[config.mk]
export PLATFORM = sky130hd
export DESIGN_NAME = fig_plot
export DESIGN_NICKNAME = d
export VERILOG_FILES = /design/src/rtl/fig_plot.sv
export SDC_FILE = /design/constraint.sdc
export NUM_CORES = 1
export LEC_CHECK = 0
export BUFFER_PORTS_ARGS = -buffer_cell sky130_fd_sc_hd__buf_2
export CAP_MARGIN = 10
export CORE_MARGIN = 3
export CORE_UTILIZATION = 45
export DETAILED_ROUTE_END_ITERATION = 10
export GPL_TIMING_DRIVEN = 0
export SYNTH_ARGS = -nofsm -noshare
export SYNTH_HDL_FRONTEND = slang
export SYNTH_SLANG_ARGS = --single-unit
export TNS_END_PERCENT = 50
[constraint.sdc]
create_clock -name clock -period 6.8 [get_ports clock]
set_input_delay 0.68 -clock clock [delete_from_list [all_inputs] [get_ports clock]]
set_output_delay 0.68 -clock clock [all_outputs]
set_load 0.02 [all_outputs]
[src/rtl/fig_plot.sv]
// Purpose: HSV point -> RGB565 pixel writer with framebuffer clipping, fed by the figure ring.
// Latency: fb_req_o rises 4 edges after fig_req_i is sampled; fig_ack_o follows fb_ack_i by one edge.
// Backpressure: holds fb_req_o/addr/data until fb_ack_i; no new point is taken until fig_req_i drops.
module fig_plot #(
   parameter int unsigned FB_WIDTH  = 240,
   parameter int unsigned FB_HEIGHT = 320,
   parameter int unsigned FB_AW     = $clog2(FB_WIDTH * FB_HEIGHT)
) (
   input  logic             clock,
   input  logic             reset,
   input  logic [7:0]       fig_x_i,
   input  logic [8:0]       fig_y_i,
   input  logic [7:0]       fig_h_i,
   input  logic [7:0]       fig_s_i,
   input  logic [7:0]       fig_v_i,
   input  logic             fig_req_i,
   output logic             fig_ack_o,
   output logic [FB_AW-1:0] fb_addr_o,
   output logic [15:0]      fb_data_o,
   output logic             fb_req_o,
   input  logic             fb_ack_i
);

   typedef enum logic [2:0] {
      ST_IDLE,
      ST_SECTOR,
      ST_FRAC,
      ST_CHAN,
      ST_PACK,
      ST_WRITE,
      ST_ACK,
      ST_RELEASE
   } state_t;

   state_t state_q, state_d;

   // Captured point and pipeline stage registers
   logic [7:0] x_q;
   logic [8:0] y_q;
   logic [7:0] h_q, s_q, v_q;
   logic [2:0] region_q;
   logic [7:0] rem_q;
   logic [7:0] p_q, sa_q, sb_q;
   logic [7:0] q_q, t_q;

   // Combinational results feeding the registers
   logic [2:0]       region_d;
   logic [7:0]       base_d;
   logic [7:0]       rem_d;
   logic [7:0]       r_c, g_c, b_c;
   logic [15:0]      pix_data;
   logic [FB_AW-1:0] pix_addr;
   logic             in_bounds;
   logic             fig_ack_d, fb_req_d;
   logic [FB_AW-1:0] fb_addr_d;
   logic [15:0]      fb_data_d;

   // Upper byte of an 8x8 product, i.e. (a*b) >> 8 on a 16-bit product
   function automatic logic [7:0] mul_hi(input logic [7:0] a, input logic [7:0] b);
      logic [15:0] prod;
      prod = {8'd0, a} * {8'd0, b};
      return prod[15:8];
   endfunction

   // Hue sector (h/43) via range compares, and scaled position within the sector
   always_comb begin
      region_d = 3'd5;
      base_d   = 8'd215;
      if (h_q < 8'd43) begin
         region_d = 3'd0;
         base_d   = 8'd0;
      end else if (h_q < 8'd86) begin
         region_d = 3'd1;
         base_d   = 8'd43;
      end else if (h_q < 8'd129) begin
         region_d = 3'd2;
         base_d   = 8'd86;
      end else if (h_q < 8'd172) begin
         region_d = 3'd3;
         base_d   = 8'd129;
      end else if (h_q < 8'd215) begin
         region_d = 3'd4;
         base_d   = 8'd172;
      end
      // Offset within a sector is at most 42, so *6 stays within 8 bits
      rem_d = (h_q - base_d) * 8'd6;
   end

   // Channel selection by sector, grey override when saturation is zero, RGB565 packing
   always_comb begin
      r_c = v_q;
      g_c = p_q;
      b_c = q_q;
      if (s_q == 8'd0) begin
         r_c = v_q;
         g_c = v_q;
         b_c = v_q;
      end else begin
         case (region_q)
            3'd0:    begin r_c = v_q; g_c = t_q; b_c = p_q; end
            3'd1:    begin r_c = q_q; g_c = v_q; b_c = p_q; end
            3'd2:    begin r_c = p_q; g_c = v_q; b_c = t_q; end
            3'd3:    begin r_c = p_q; g_c = q_q; b_c = v_q; end
            3'd4:    begin r_c = t_q; g_c = p_q; b_c = v_q; end
            default: begin r_c = v_q; g_c = p_q; b_c = q_q; end
         endcase
      end
      pix_data  = {r_c[7:3], g_c[7:2], b_c[7:3]};
      pix_addr  = FB_AW'(y_q) * FB_AW'(FB_WIDTH) + FB_AW'(x_q);
      in_bounds = (32'(x_q) < FB_WIDTH) && (32'(y_q) < FB_HEIGHT);
   end

   // Datapath: capture the point once, then advance one arithmetic stage per state
   always_ff @(posedge clock or posedge reset) begin
      if (reset) begin
         x_q      <= '0;
         y_q      <= '0;
         h_q      <= '0;
         s_q      <= '0;
         v_q      <= '0;
         region_q <= '0;
         rem_q    <= '0;
         p_q      <= '0;
         sa_q     <= '0;
         sb_q     <= '0;
         q_q      <= '0;
         t_q      <= '0;
      end else begin
         case (state_q)
            ST_IDLE: begin
               if (fig_req_i) begin
                  x_q <= fig_x_i;
                  y_q <= fig_y_i;
                  h_q <= fig_h_i;
                  s_q <= fig_s_i;
                  v_q <= fig_v_i;
               end
            end
            ST_SECTOR: begin
               region_q <= region_d;
               rem_q    <= rem_d;
            end
            ST_FRAC: begin
               p_q  <= mul_hi(v_q, 8'd255 - s_q);
               sa_q <= mul_hi(s_q, rem_q);
               sb_q <= mul_hi(s_q, 8'd255 - rem_q);
            end
            ST_CHAN: begin
               q_q <= mul_hi(v_q, 8'd255 - sa_q);
               t_q <= mul_hi(v_q, 8'd255 - sb_q);
            end
            default: ;
         endcase
      end
   end

   // Next-state and next-output logic; outputs are registered so they never glitch
   always_comb begin
      state_d   = state_q;
      fig_ack_d = 1'b0;
      fb_req_d  = fb_req_o;
      fb_addr_d = fb_addr_o;
      fb_data_d = fb_data_o;
      case (state_q)
         ST_IDLE:   if (fig_req_i) state_d = ST_SECTOR;
         ST_SECTOR: state_d = ST_FRAC;
         ST_FRAC:   state_d = ST_CHAN;
         ST_CHAN:   state_d = ST_PACK;
         ST_PACK: begin
            if (in_bounds) begin
               fb_addr_d = pix_addr;
               fb_data_d = pix_data;
               fb_req_d  = 1'b1;
               state_d   = ST_WRITE;
            end else begin
               // Clipped points are acknowledged without touching the framebuffer
               fig_ack_d = 1'b1;
               state_d   = ST_ACK;
            end
         end
         ST_WRITE: begin
            if (fb_ack_i) begin
               fb_req_d  = 1'b0;
               fig_ack_d = 1'b1;
               state_d   = ST_ACK;
            end
         end
         ST_ACK:     state_d = ST_RELEASE;
         // Wait for the upstream to drop req so a held req cannot trigger a second write
         ST_RELEASE: if (!fig_req_i) state_d = ST_IDLE;
         default:    state_d = ST_IDLE;
      endcase
   end

   // State and output registers; reset abandons any pending write silently
   always_ff @(posedge clock or posedge reset) begin
      if (reset) begin
         state_q   <= ST_IDLE;
         fig_ack_o <= 1'b0;
         fb_req_o  <= 1'b0;
         fb_addr_o <= '0;
         fb_data_o <= '0;
      end else begin
         state_q   <= state_d;
         fig_ack_o <= fig_ack_d;
         fb_req_o  <= fb_req_d;
         fb_addr_o <= fb_addr_d;
         fb_data_o <= fb_data_d;
      end
   end

endmodule

==> results.sh, run 1 <==
export IMPL_outcome="complete, no violations"
export IMPL_setup_slack_ns=1.01
export IMPL_drt_first_pass_iters=7
export IMPL_syn_num_nets=2185
export IMPL_finClkSkew_ns=0.0131
export IMPL_finalSetupTns_ns=0
export IMPL_fin_crit_ns=5.79
export IMPL_final_core_util_pct=50.8
export IMPL_rsz0062_at_grt="no"
export IMPL_cts_sinks=123
export IMPL_cp_slowest_cell="fa_1"
export IMPL_synthAdderAreaFrac_pct=38.2
export IMPL_cp_arrival_ns=6.08
export IMPL_netlist_area_leader_share_pct=23.1
export IMPL_clk_latency_ns=0.43
export IMPL_antenna_found_initial=3
export IMPL_numPortBuffers=79
export IMPL_synth_area_leaders="fa_1 23%, dfrtp_1 19%, ha_1 15%"
export IMPL_register_area_sq_mm=0.00308
export IMPL_drive_gt1_share_pct=8.72
export IMPL_placed_area_sq_mm=0.0171
export IMPL_num_fill_cells=3311
export IMPL_routedWlPerCell_um=17.4
export IMPL_coreArea_sq_mm=0.0350
export IMPL_max_cap_viol_count=0
export IMPL_worstPathRequired_ns=7.09
export IMPL_cts_buffers=17
export IMPL_r2r_setup_slack_ns=1.01
export IMPL_die_area_sq_mm=0.0382
export IMPL_ys_flop_type="dfrtp_1"
export IMPL_cp_top_family="adder cells"
export IMPL_synth_simple_area_share_pct=17.0
export IMPL_yosysMostFrequentCell="inv_1"
export IMPL_max_freq_ghz=0.173
export IMPL_cts_root_buffer="clkbuf_16"
export IMPL_synth_edff_count=0
export IMPL_synth_top_family_by_area="adder cells"
export IMPL_hold_path_class="input pin to asynchronous set/reset pin"
export IMPL_endpoint_kind="flip-flop"
export IMPL_cts_buffer_depth=2
export IMPL_worst_setup_path_type="flip-flop to flip-flop"
export IMPL_synth_cells=1759
export IMPL_cts_clk_slew_worst_paths_ns=0.06
export IMPL_wirelength_um=40400
export IMPL_area_growth_pct=9.93
export IMPL_finalCritPeriodShare_pct=85.1
export IMPL_pin_count=80
export IMPL_tightest_slew_ns=1.02
export IMPL_vias_per_cell=5.30
export IMPL_detailed_place_hpwl_um=31800
export IMPL_synth_top_area_cell="fa_1"
export IMPL_setup_viol=0
export IMPL_ys_ff_latch=123
export IMPL_ant_nets=0
export IMPL_ctsHtreeMaxLevel=4
export IMPL_crit_chain="clkbuf_1 > clkbuf_1 > nor2b_1 > fa_1 > inv_1 > fa_1 > inv_1 > fa_1 > inv_1 > fa_1 > inv_1 > ha_1 > a2111oi_0 > o21ai_0 > o2111ai_1 > a32oi_1 > and2_1 > a21oi_1 > xnor2_1 > o21ai_0"
export IMPL_finalMaxSlewViolations=0
export IMPL_start_util_pct=46.2
export IMPL_multi_input_area_sq_mm=0.0117
export IMPL_dr_wl_met2_um=19400
export IMPL_fin_area_sq_mm=0.0178
export IMPL_n_antenna_cell=0
export IMPL_yosys_area_share_xor_xnor_pct=3.42
export IMPL_grt_pass1_wl_um=66900
export IMPL_grt_pass1_vias=12682
export IMPL_gp_congestion=0.922
export IMPL_synthArstFlopShare_pct=100
export IMPL_relSlewSlack_pct=32.1
export IMPL_synth_cell_types=62
export IMPL_grt_use_total_pct=21.8
export IMPL_die_w_um=195
export IMPL_ctsResizeCount=0
export IMPL_worst_path_max_fanout=10
export IMPL_num_nets_final=2284
export IMPL_vias=12308
export IMPL_grt_max_degree=80
export IMPL_seq_area_frac_synth_pct=19.1
export IMPL_max_stage_delay_ns=0.57
export IMPL_finalHoldViolations=0
export IMPL_num_rows=68
export IMPL_drc=0
export IMPL_synthMuxAreaShare_pct=3.29
export IMPL_ys_warn_count=0
export IMPL_synth_compound_area_share_pct=10.7
export IMPL_synth_common_cells="273 x inv_1, 195 x ha_1, 188 x nor2b_1"
export IMPL_drt_met1_wl_um=18600
export IMPL_cp_num_buf_inv=6
export IMPL_pre_cts_slack_ns=1.05
export IMPL_dr_wl_met3_um=1700
export IMPL_avgSynthCellArea_sq_um=9.18
export IMPL_cts_tree="built"
export IMPL_syn_cell_area_sq_mm=0.0161
export IMPL_dr_max_layer_used="met5"
export IMPL_grt_overflow=0
export IMPL_postCtsSetupBuffers=0
export IMPL_startpoint_type="flip-flop"
export IMPL_holdBufCountCts=0
export IMPL_drt_iter0_drc=714
export IMPL_fp_dieH_um=195
stage by stage:
step | std cells | hold WS (ns)
2_1_floorplan | 1759 | 0.449
3_3_place_gp | 2293 | 0.463
3_5_place_dp | 2294 | 0.467
4_1_cts | 2324 | 0.304
5_1_grt | 2324 | 0.316
6_report | 2324 | 0.294
logic make-up after synthesis:
logic type,after synthesis
mux,48
xor+xnor,63
simple gates,514
flops,123
compound gates,273
fa+ha+maj,381
buf+inv,357
final cells by class:
class,count,area share (%)
inverters,275,5.84
multi-input cells,1279,66.1
plain buffers,82,1.74
clock buffers,22,2.61
clock inverters,8,0.803
flip-flops and latches,123,17.3
repair buffers,80,2.38
well taps,455,3.21
flip-flops by register name, indices dropped and copies added (netlist names):
| register | cells |
|---|---|
| rem_q | 7 |
| fb_addr_o | 17 |
| x_q | 8 |
| v_q | 8 |
| sa_q | 8 |
| fig_ack_o | 1 |
| y_q | 9 |
| region_q | 3 |
| sb_q | 8 |
| fb_data_o | 16 |
| q_q | 6 |
| p_q | 6 |
| h_q | 8 |
| fb_req_o | 1 |
| t_q | 6 |
| s_q | 8 |
| state_q | 3 |
placed cells by master (no fill, tap or decap), types with 4 or more instances in the layout:
| cell type | n |
|---|---|
| o21ai_1 | 4 |
| a31oi_1 | 7 |
| clkbuf_1 | 83 |
| fa_1 | 186 |
| nor3_1 | 9 |
| a21o_1 | 21 |
| o31ai_1 | 8 |
| inv_1 | 272 |
| clkbuf_16 | 17 |
| nor2_1 | 45 |
| mux2i_1 | 8 |
| nor2b_1 | 188 |
| xor2_1 | 29 |
| nor4_1 | 4 |
| bufinv_16 | 4 |
| a221o_1 | 5 |
| o21a_1 | 7 |
| a211oi_1 | 13 |
| nand3_1 | 6 |
| xnor2_1 | 34 |
| o221ai_1 | 5 |
| nand2_1 | 146 |
| buf_2 | 80 |
| dfrtp_1 | 123 |
| and2_1 | 38 |
| nand4_1 | 7 |
| o22ai_1 | 12 |
| o21ai_0 | 106 |
| o211ai_1 | 5 |
| a21oi_1 | 52 |
| mux2_2 | 40 |
| nand2b_1 | 55 |
| ha_1 | 195 |
layer usage:
| layer | vias up | track usage, % |
|---|---|---|
| met5 | - | 0 |
| met4 | 4 | 4.91 |
| met3 | 54 | 3.52 |
| met2 | 261 | 36.3 |
| met1 | 6141 | 30.2 |
| li1 | 5848 | - |
worst paths after layout:
kind | depth (start not counted) | end | start
setup / recovery | 20 | p_q[7] | v_q[3]
hold reg to reg | 2 | fb_addr_o[15] | fb_addr_o[15]
min in group clock | 3 | h_q[0] | fig_h_i[0]
max in group asynchronous | 3 | q_q[3] | reset
setup reg to reg | 20 | p_q[7] | v_q[3]
hold / removal | 2 | rem_q[2] | reset
Power of run 1 is not shown: default switching activity piles up to over one toggle a cycle in this logic, so the estimate is an artifact.
==> run 2: changes to the inputs <==
- CORE_MARGIN: 3 -> unset
==> results.sh, run 2 (same netlist as run 1, synthesis figures left out) <==
export IMPL_cts_clk_slew_worst_paths_ns=0.06
export IMPL_grt_pass1_wl_um=64900
export IMPL_grt_pass1_vias=12349
export IMPL_vias=12253
export IMPL_reg2reg_depth=20
export IMPL_gp_congestion=0.872
export IMPL_met1_usage_pct=31.1
export IMPL_drt_first_pass_iters=5
export IMPL_largest_register="fb_addr_o"
export IMPL_num_fill_cells=3396
export IMPL_antenna_found_initial=0
export IMPL_finalHoldViolations=0
export IMPL_worst_setup_path_type="flip-flop to flip-flop"
export IMPL_finClkSkew_ns=0.0142
export IMPL_relSlewSlack_pct=33.0
export IMPL_max_cap_viol_count=0
export IMPL_ant_nets=0
export IMPL_top_regs="fb_addr_o: 17 flops, fb_data_o: 16 flops, y_q: 9 flops"
export IMPL_vias_per_cell=5.26
export IMPL_placed_area_sq_mm=0.0172
export IMPL_cts_root_buffer="clkbuf_16"
export IMPL_coreArea_sq_mm=0.0354
export IMPL_largest_reg_flops=17
export IMPL_endpoint_kind="flip-flop"
export IMPL_worst_path_max_fanout=10
export IMPL_start_util_pct=45.6
export IMPL_max_freq_ghz=0.174
export IMPL_r2r_end="p_q[7]"
export IMPL_detailed_place_hpwl_um=31500
export IMPL_num_nets_final=2284
export IMPL_rsz0062_at_grt="no"
export IMPL_gr_max_usage_layer="met2"
export IMPL_grt_max_degree=75
export IMPL_num_rows=69
export IMPL_grt_use_total_pct=22.9
export IMPL_drc=0
export IMPL_finalCritPeriodShare_pct=84.3
export IMPL_ctsHtreeMaxLevel=4
export IMPL_final_cell_mix="272 x inv_1, 195 x ha_1, 188 x nor2b_1, 186 x fa_1, 146 x nand2_1"
export IMPL_pin_count=80
export IMPL_use_met2_pct=37.7
export IMPL_fin_crit_ns=5.73
export IMPL_postCtsSetupBuffers=0
export IMPL_drt_iter0_drc=543
export IMPL_finalSetupTns_ns=0
export IMPL_met3_usage_pct=3.64
export IMPL_fp_dieH_um=191
export IMPL_numPortBuffers=79
export IMPL_layout_commonest_cell="inv_1"
export IMPL_cp_arrival_ns=6.03
export IMPL_cts_tree="built"
export IMPL_area_growth_pct=9.98
export IMPL_r2r_setup_slack_ns=1.07
export IMPL_outcome="complete, no violations"
export IMPL_tightest_slew_ns=0.991
export IMPL_cts_buffer_depth=2
export IMPL_startpoint_type="flip-flop"
export IMPL_die_w_um=191
export IMPL_hold_slack_ns=0.288
export IMPL_holdBufCountCts=0
export IMPL_cts_buffers=17
export IMPL_clk_latency_ns=0.43
export IMPL_cts_sinks=123
export IMPL_setup_viol=0
export IMPL_r2r_start="v_q[3]"
export IMPL_drive_gt1_share_pct=8.73
export IMPL_grt_overflow=0
export IMPL_ctsResizeCount=0
export IMPL_die_area_sq_mm=0.0366
export IMPL_wirelength_um=39600
export IMPL_hold_path_class="input pin to asynchronous set/reset pin"
export IMPL_worstPathRequired_ns=7.09
export IMPL_finalMaxSlewViolations=0
export IMPL_routedWlPerCell_um=17.0
export IMPL_fin_area_sq_mm=0.0178
[run 2: critical path, stage by stage, from the launching register on]
cell and delay, ns:
dfrtp_1 0.42, clkbuf_1 0.36, clkbuf_1 0.37, nor2b_1 0.24, fa_1 0.56, inv_1 0.05, fa_1 0.47, inv_1 0.06
fa_1 0.52, inv_1 0.05, fa_1 0.53, inv_1 0.04, ha_1 0.29, a2111oi_0 0.34, o21ai_0 0.19, o2111ai_1 0.25
a32oi_1 0.22, and2_1 0.23, a21oi_1 0.18, xnor2_1 0.15, o21ai_0 0.09
[run 2: how the worst max path moves through the flow]
stage | startpoint | endpoint | slack (ns) | cells after the start
5_1_grt | v_q[3] | p_q[7] | 0.69 | 20
4_1_cts | v_q[3] | p_q[7] | 1.02 | 20
6_report | v_q[3] | p_q[7] | 1.07 | 20
3_3_place_gp | v_q[3] | p_q[7] | 1.06 | 20
3_5_place_dp | v_q[3] | p_q[7] | 1.04 | 20
2_1_floorplan | v_q[3] | p_q[7] | 1.97 | 20
[run 2: layout make-up]
| cell class | instances | area [sq um] | share of cell area (%) |
|---|---|---|---|
| multi-input combinational | 1279 | 11700 | 66.0 |
| sequential | 123 | 3080 | 17.3 |
| inverter | 275 | 1040 | 5.84 |
| tap | 461 | 577 | 3.25 |
| clock buffer | 21 | 460 | 2.59 |
| timing repair buffer | 80 | 423 | 2.38 |
| buffer | 82 | 309 | 1.74 |
| clock inverter | 8 | 144 | 0.810 |
| antenna | 1 | 2.50 | 0.0141 |
[run 2: per-layer routing]
| metal | vias to the layer above | part of all wire (%) |
|---|---|---|
| met3 | 51 | 3.7 |
| met2 | 228 | 48 |
| met1 | 6118 | 46 |
| met5 | - | 0 |
| met4 | 0 | 2.2 |
| li1 | 5856 | - |
[run 2: per-stage QoR]
stage | utilization, % | setup slack (ns) | std cells
after floorplan | - | 1.97 | 1759
after global placement | 48.4 | 1.06 | 2299
after detailed placement | 48.5 | 1.04 | 2300
after CTS | 50.2 | 1.02 | 2329
after global routing | 50.2 | 0.691 | 2329
final | 50.2 | 1.07 | 2330
Power of run 2 is left out for the same reason.
==> run 3: changes to the inputs <==
- clock period: 6.8 -> 5.13 ns (I/O delays scaled with it)
==> results.sh, run 3 (same netlist as run 1, synthesis figures left out) <==
export IMPL_routedWlPerCell_um=16.9
export IMPL_clk_latency_ns=0.44
export IMPL_met1_usage_pct=31.1
export IMPL_cts_buffers=17
export IMPL_endpoint_kind="flip-flop"
export IMPL_fin_crit_ns=4.97
export IMPL_hold_path_class="input pin to asynchronous set/reset pin"
export IMPL_worst_setup_path_type="flip-flop to flip-flop"
export IMPL_grt_pass1_wl_um=64800
export IMPL_grt_max_degree=75
export IMPL_cp_top_family="adder cells"
export IMPL_relSlewSlack_pct=32.3
export IMPL_cts_tree="built"
export IMPL_coreArea_sq_mm=0.0354
export IMPL_use_met2_pct=37.6
export IMPL_drive_gt1_share_pct=12.3
export IMPL_layout_commonest_cell="inv_1"
export IMPL_crit_chain="buf_6 > nor2b_1 > fa_1 > inv_1 > fa_1 > inv_1 > fa_1 > inv_1 > fa_1 > inv_1 > ha_1 > a21o_1 > a21oi_1 > o21ai_2 > o31a_1 > a31o_4 > a21oi_4 > xor2_1 > o21ai_1"
export IMPL_met3_usage_pct=3.54
export IMPL_tightest_slew_ns=1.02
export IMPL_drt_first_pass_iters=4
export IMPL_r2r_end="q_q[6]"
export IMPL_vias=12305
export IMPL_antenna_found_initial=0
export IMPL_holdBufCountCts=0
export IMPL_outcome="complete, no violations"
export IMPL_detailed_place_hpwl_um=31500
export IMPL_worst_path_max_fanout=10
export IMPL_die_area_sq_mm=0.0366
export IMPL_grt_pass1_vias=12333
export IMPL_r2r_start="v_q[3]"
export IMPL_cp_arrival_ns=5.27
export IMPL_r2r_setup_slack_ns=0.16
export IMPL_die_w_um=191
export IMPL_finalHoldViolations=0
export IMPL_cp_slowest_cell="fa_1"
export IMPL_ctsHtreeMaxLevel=4
export IMPL_start_util_pct=45.6
export IMPL_pre_cts_slack_ns=-0.629
export IMPL_max_stage_delay_ns=0.55
export IMPL_wirelength_um=39600
export IMPL_ant_nets=0
export IMPL_finalCritPeriodShare_pct=96.9
export IMPL_cts_clk_slew_worst_paths_ns=0.05
export IMPL_max_cap_viol_count=0
export IMPL_final_core_util_pct=50.9
export IMPL_cts_buffer_depth=2
export IMPL_area_growth_pct=11.6
export IMPL_startpoint_type="flip-flop"
export IMPL_top_regs="fb_addr_o: 17 flops, fb_data_o: 16 flops, y_q: 9 flops"
export IMPL_final_cell_mix="272 x inv_1, 194 x ha_1, 188 x nor2b_1, 186 x fa_1, 146 x nand2_1"
export IMPL_grt_overflow=0
export IMPL_num_nets_final=2291
export IMPL_cp_num_buf_inv=5
export IMPL_gr_max_usage_layer="met2"
export IMPL_cts_root_buffer="clkbuf_16"
export IMPL_fp_dieH_um=191
export IMPL_register_area_sq_mm=0.00309
export IMPL_setup_viol=0
export IMPL_gp_congestion=0.872
export IMPL_reg2reg_depth=19
export IMPL_largest_reg_flops=17
export IMPL_num_fill_cells=3368
export IMPL_multi_input_area_sq_mm=0.0118
export IMPL_max_freq_ghz=0.201
export IMPL_drc=0
export IMPL_numPortBuffers=79
export IMPL_finalMaxSlewViolations=0
export IMPL_largest_register="fb_addr_o"
export IMPL_finClkSkew_ns=0.0145
export IMPL_drt_iter0_drc=563
export IMPL_vias_per_cell=5.27
export IMPL_pin_count=80
export IMPL_cts_sinks=123
export IMPL_num_rows=69
export IMPL_setup_slack_ns=0.160
export IMPL_grt_use_total_pct=22.8
export IMPL_worstPathRequired_ns=5.43
run 3: cell type report:
type / instances / share of cell area (%)
Clock buffer: 21 / 2.55
Buffer: 77 / 2.08
Timing Repair Buffer: 92 / 2.85
Antenna cell: 1 / 0.0139
Clock inverter: 8 / 0.798
Sequential cell: 123 / 17.2
Inverter: 275 / 5.80
Tap cell: 461 / 3.20
Multi-Input combinational cell: 1279 / 65.6
run 3: layer usage:
metal | wire length (um) | vias up
li1 | - | 5873
met1 | 18200 | 6143
met2 | 19000 | 241
met3 | 1640 | 48
met4 | 738 | 0
met5 | 0 | -
run 3: how the worst max path moves through the flow:
stage,start,end,slack [ns],cells past startpoint
6_report,v_q[3],q_q[6],0.16,19
5_1_grt,v_q[3],q_q[6],-0.03,19
4_1_cts,v_q[1],q_q[6],0.009,16
3_5_place_dp,v_q[3],p_q[7],-0.63,20
3_3_place_gp,v_q[3],p_q[7],-0.61,20
2_1_floorplan,v_q[3],p_q[7],0.30,20
run 3: repair_timing:
action	CTS	global route
setup buffers	1	11
setup endpoints to repair	21	18
gates resized for setup	44	56
pin swaps	2	8
run 3: metrics by stage:
| stage | cell area, sq um | TNS (ns) | std cells | hold slack, ns |
|---|---|---|---|---|
| global placement | 17100 | -50.87 | 2299 | 0.462 |
| floorplan | 16100 | 0 | 1759 | 0.449 |
| CTS | 17800 | 0 | 2326 | 0.137 |
| finish | 18000 | 0 | 2337 | 0.118 |
| detailed placement | 17200 | -5.98 | 2300 | 0.466 |
| global route | 18000 | -0.0279 | 2336 | 0.163 |
Power of run 3 is left out for the same reason.
